[config.mk]
export PLATFORM = sky130hd
export DESIGN_NAME = conv_rd_sched
export DESIGN_NICKNAME = d
export VERILOG_FILES = /design/src/rtl/conv_rd_sched.sv
export SDC_FILE = /design/constraint.sdc
export NUM_CORES = 1
export LEC_CHECK = 0
export ABC_CLOCK_PERIOD_IN_PS = 4040
export CORE_MARGIN = 3
export CORE_UTILIZATION = 50
export DETAILED_ROUTE_END_ITERATION = 8
export GPL_TIMING_DRIVEN = 0
export PLACE_DENSITY_LB_ADDON = 0.2
export SLEW_MARGIN = 10
export SYNTH_ARGS = -nofsm -noshare
export SYNTH_HDL_FRONTEND = slang
export SYNTH_SLANG_ARGS = --single-unit
[constraint.sdc]
create_clock -name clk -period 4.04 [get_ports clk]
set_input_delay 0.606 -clock clk [delete_from_list [all_inputs] [get_ports clk]]
set_output_delay 0.606 -clock clk [all_outputs]
set_load 0.01 [all_outputs]
[src/rtl/conv_rd_sched.sv]
// Frame scheduler for a KxK convolution: loads a raster image into an external RAM,
// then replays every window's taps as one RAM read per cycle with a registered tap stream.
module conv_rd_sched #(
  parameter int DATA_WIDTH = 8,
  parameter int IMG_W      = 8,
  parameter int IMG_H      = 8,
  parameter int K          = 3,
  parameter int ADDR_WIDTH = 6
) (
  input  logic                  clk,
  input  logic                  rst_n,
  input  logic                  start,
  input  logic                  in_valid,
  input  logic [DATA_WIDTH-1:0] in_data,
  output logic                  in_ready,
  output logic                  ram_en,
  output logic                  ram_wr,
  output logic [ADDR_WIDTH-1:0] ram_addr_wr,
  output logic [ADDR_WIDTH-1:0] ram_addr_rd,
  output logic [DATA_WIDTH-1:0] ram_din,
  input  logic [DATA_WIDTH-1:0] ram_dout,
  output logic                  pix_valid,
  output logic [DATA_WIDTH-1:0] pix_data,
  output logic [3:0]            pix_tap,
  output logic                  pix_last,
  output logic                  frame_last,
  output logic                  busy,
  output logic                  done
);

  localparam logic [ADDR_WIDTH-1:0] WR_LAST  = ADDR_WIDTH'(IMG_W * IMG_H - 1);
  localparam logic [ADDR_WIDTH-1:0] C_LAST   = ADDR_WIDTH'(IMG_W - K);
  localparam logic [ADDR_WIDTH-1:0] R_LAST   = ADDR_WIDTH'(IMG_H - K);
  localparam logic [3:0]            TAP_LAST = 4'(K * K - 1);
  localparam logic [3:0]            KC_LAST  = 4'(K - 1);

  typedef enum logic [2:0] {IDLE, LOAD, READ, DRAIN, DONE} state_t;

  state_t                  state, state_nxt;
  logic [ADDR_WIDTH-1:0]   wcnt, r, c;
  logic [3:0]              kr, kc, tap;
  logic [ADDR_WIDTH-1:0]   rd_addr;
  logic                    wr_last, last_tap, frame_end;
  logic                    vld_p1, last_p1, flast_p1;
  logic [3:0]              tap_p1;

  assign wr_last   = (wcnt == WR_LAST);
  assign last_tap  = (tap == TAP_LAST);
  assign frame_end = last_tap && (c == C_LAST) && (r == R_LAST);
  assign rd_addr   = ADDR_WIDTH'((int'(r) + int'(kr)) * IMG_W + int'(c) + int'(kc));

  always_ff @(posedge clk) begin
    if (!rst_n) state <= IDLE;
    else        state <= state_nxt;
  end

  always_comb begin
    state_nxt = state;
    case (state)
      IDLE:    if (start) state_nxt = LOAD;
      LOAD:    if (in_valid && wr_last) state_nxt = READ;
      READ:    if (frame_end) state_nxt = DRAIN;
      DRAIN:   state_nxt = DONE;
      DONE:    state_nxt = IDLE;
      default: state_nxt = IDLE;
    endcase
  end

  always_comb begin
    in_ready    = 1'b0;
    ram_en      = 1'b0;
    ram_wr      = 1'b0;
    ram_addr_wr = '0;
    ram_addr_rd = '0;
    ram_din     = '0;
    busy        = 1'b0;
    done        = 1'b0;
    case (state)
      LOAD: begin
        in_ready = 1'b1;
        busy     = 1'b1;
        if (in_valid) begin
          ram_en      = 1'b1;
          ram_wr      = 1'b1;
          ram_addr_wr = wcnt;
          ram_din     = in_data;
        end
      end
      READ: begin
        busy        = 1'b1;
        ram_en      = 1'b1;
        ram_addr_rd = rd_addr;
      end
      DRAIN:   busy = 1'b1;
      DONE:    done = 1'b1;
      default: ;
    endcase
  end

  // Counters: write index during LOAD, window/tap scan during READ (all wrap to 0 at frame end)
  always_ff @(posedge clk) begin
    if (!rst_n) begin
      wcnt <= '0;
      r    <= '0;
      c    <= '0;
      kr   <= '0;
      kc   <= '0;
      tap  <= '0;
    end else begin
      case (state)
        LOAD: if (in_valid) wcnt <= wr_last ? '0 : wcnt + ADDR_WIDTH'(1);
        READ: begin
          if (last_tap) begin
            tap <= '0;
            kr  <= '0;
            kc  <= '0;
            if (c == C_LAST) begin
              c <= '0;
              r <= (r == R_LAST) ? '0 : r + ADDR_WIDTH'(1);
            end else begin
              c <= c + ADDR_WIDTH'(1);
            end
          end else begin
            tap <= tap + 4'd1;
            if (kc == KC_LAST) begin
              kc <= '0;
              kr <= kr + 4'd1;
            end else begin
              kc <= kc + 4'd1;
            end
          end
        end
        default: ;
      endcase
    end
  end

  // Stage p1: tap tags follow the read issue by one cycle to line up with ram_dout
  always_ff @(posedge clk) begin
    if (!rst_n) begin
      vld_p1   <= 1'b0;
      tap_p1   <= '0;
      last_p1  <= 1'b0;
      flast_p1 <= 1'b0;
    end else begin
      vld_p1   <= (state == READ);
      tap_p1   <= (state == READ) ? tap : '0;
      last_p1  <= (state == READ) && last_tap;
      flast_p1 <= (state == READ) && frame_end;
    end
  end

  assign pix_valid  = vld_p1;
  assign pix_data   = vld_p1 ? ram_dout : '0;
  assign pix_tap    = tap_p1;
  assign pix_last   = last_p1;
  assign frame_last = flast_p1;

endmodule

==> results.json <==
{
  "dr.first_iter.drc_count": 92,
  "hold_buffers": 0,
  "route.vias.total": 1959,
  "cts.htree.levels": 2,
  "vias_per_cell": 5.155,
  "yosysMostFrequentCell": "dfxtp_1",
  "clock-sinks": 39,
  "synth_cells": 264,
  "setup_viol": 0,
  "yosysSeqAreaShare_pct": 34.48,
  "synth_top_area_cell": "dfxtp_1",
  "worstPathArrival_ns": 2.95,
  "syn_area_per_cell_um2": 8.578,
  "areaGrowthSynthToFinish_pct": 34.25,
  "dr.pass1.iters": 4,
  "routed_wl_um": 4961,
  "power.density_mw_per_mm2": 272.8,
  "relSlewSlack_pct": 62.28,
  "post_cts_resized": 0,
  "synth_edf_count": 0,
  "tns_ns": 0,
  "startpoint_type": "flop",
  "hold_violations": 0,
  "fp-row-count": 23,
  "insertion_delay_ns": 0.29,
  "rsz0062_at_grt": "no",
  "async_flop_share_pct": 0,
  "tightest_slew_ns": 0.5615,
  "synth_top_area_share_pct": 34.48,
  "track_usage_pct": 18.97,
  "min_path_type": "reg2reg",
  "p_leak_nw": 1.291,
  "die_w_um": 73.30,
  "grt_overflow": 0,
  "layout_min_cycle_time_ns": 3.552,
  "clkTransAtPathRegs_ns": 0.07,
  "irDropWorstVdd_uv": 266.2,
  "grt_max_degree": 13,
  "netlist_top_cells_count": "dfxtp_1, and2_1, nand2_1, nor2_1, ha_1",
  "dieArea_mm2": 0.005373,
  "dpl.hpwl_um": 3814,
  "core_region_area_mm2": 0.004173,
  "synth_area_mm2": 0.002265,
  "fillers": 325,
  "clockRootBuffer": "clkbuf_8",
  "synthFlopType": "dfxtp_1",
  "die_h_um": 73.30,
  "synth_nets": 306,
  "path_class": "reg2out",
  "cts_tree": "yes",
  "ys_types": 41,
  "cts-buffers-inserted": 5,
  "yosys_register_bits": 39,
  "finalClockSkew_ns": 0.008403,
  "holdWs_ns": 0.4935,
  "antenna_cells": 0,
  "nets": 371,
  "port_buffers": 58,
  "crit_fanout": 6,
  "worstPathRequired_ns": 3.43,
  "drv_slew": 0,
  "ys.warnings.count": 0,
  "post-cts-setup-buffers": 0,
  "initial_core_util_pct": 54.27,
  "grt_pass1_vias": 1814,
  "status": "finished, final reports clean",
  "avgRoutedWirePerCell_um": 13.06,
  "grt_pass1_wl_um": 8204,
  "ys_top_cells_by_area": "dfxtp_1, ha_1, and2_1",
  "worst_setup_path_end_kind": "output pin",
  "r2r_slack_ns": 2.07,
  "maxCapViolCount": 0,
  "antenna_found_initial": 0,
  "drc": 0,
  "clk_path_buf_depth": 2,
  "drive_gt1_share_pct": 4.545,
  "finalCritPeriodShare_pct": 87.93,
  "fmax_mhz": 281.5,
  "ios": 60,
  "ant_nets": 0,
  "gp_congestion": 0.8292
}
[state kept, by name, summed over array words and instances (netlist names), 3 cells and up]
name	cells
kc	4
c	6
state	3
kr	3
r	6
tap	4
wcnt	6
pix_tap	4
[cell type report]
class	count	area (um^2)	share of cell area, %
buffer	10	42.54	1.399
timing repair buffer	58	580.6	19.09
tap	50	62.56	2.058
clock inverter	2	60.06	1.975
sequential	39	780.7	25.68
multi-input combinational	197	1374	45.19
inverter	18	67.56	2.222
clock buffer	6	72.57	2.387
[report_power, final]
group          internal (W)  switching, W
combinational     0.0000373     0.0000278
sequential         0.000386    0.00000168
clock              0.000247      0.000129
[cell usage in the layout (no fill, tap or decap), types with 5 or more instances in the layout]
master / count
clkdlybuf4s50_1: 58
dfxtp_1: 39
and2_1: 30
nand2_1: 26
nor2_1: 23
ha_1: 19
inv_1: 18
a21oi_1: 15
xor2_1: 12
nand4_1: 8
clkbuf_1: 7
or3_1: 7
xnor2_1: 6
o21ai_0: 6
clkbuf_8: 5
[stage by stage]
stage | total power, W | setup slack, ns | utilization (%) | cell area, um^2 | cells
finish | 0.0008293 | 0.4875 | 72.86 | 3040 | 380
global route | 0.0008544 | 0.3629 | 72.86 | 3040 | 380
CTS | 0.0008357 | 0.4663 | 72.86 | 3040 | 380
detailed placement | 0.0004623 | 0.7862 | 69.69 | 2908 | 372
global placement | 0.0004609 | 0.8391 | 69.69 | 2908 | 372
floorplan | 0.0004243 | 1.388 | - | 2265 | 264
[layer usage]
| layer | part of all wire, % | wire (um) | vias to the layer above | track usage [%] |
|---|---|---|---|---|
| li1 | - | - | 1021 | - |
| met1 | 46 | 2266 | 881 | 25.77 |
| met2 | 47 | 2341 | 51 | 30.59 |
| met3 | 6.3 | 315 | 6 | 4.514 |
| met4 | 0.77 | 38 | 0 | 4.427 |
| met5 | 0 | 0 | - | 0 |
[worst paths after layout]
| path | startpoint | to | cells past startpoint |
|---|---|---|---|
| worst max-delay path | r[0] | ram_addr_rd[5] | 10 |
| worst min-delay path | r[5] | r[5] | 2 |
| worst min register to register | r[5] | r[5] | 2 |
| worst max register to register | tap[0] | c[0] | 8 |
[critical path, cell delays in order (launching register included)]
cell             delay (ns)
dfxtp_1                0.44
ha_1                   0.18
inv_1                  0.04
fa_1                   0.48
inv_1                  0.05
ha_1                   0.27
ha_1                   0.32
a21oi_1                0.17
xnor2_1                0.09
nor2_1                 0.08
clkdlybuf4s50_1        0.54
[cell families (layout without fill, tap and decap cells)]
group	Yosys count	after routing	synth area share, %
mux	1	1	0.4420
flops	39	39	34.48
xor+xnor	19	19	7.956
compound gates	31	31	8.121
fa+ha+maj	22	22	13.15
buf+inv	28	94	4.861
simple gates	124	124	30.99
(Power assumes the default switching activity.)
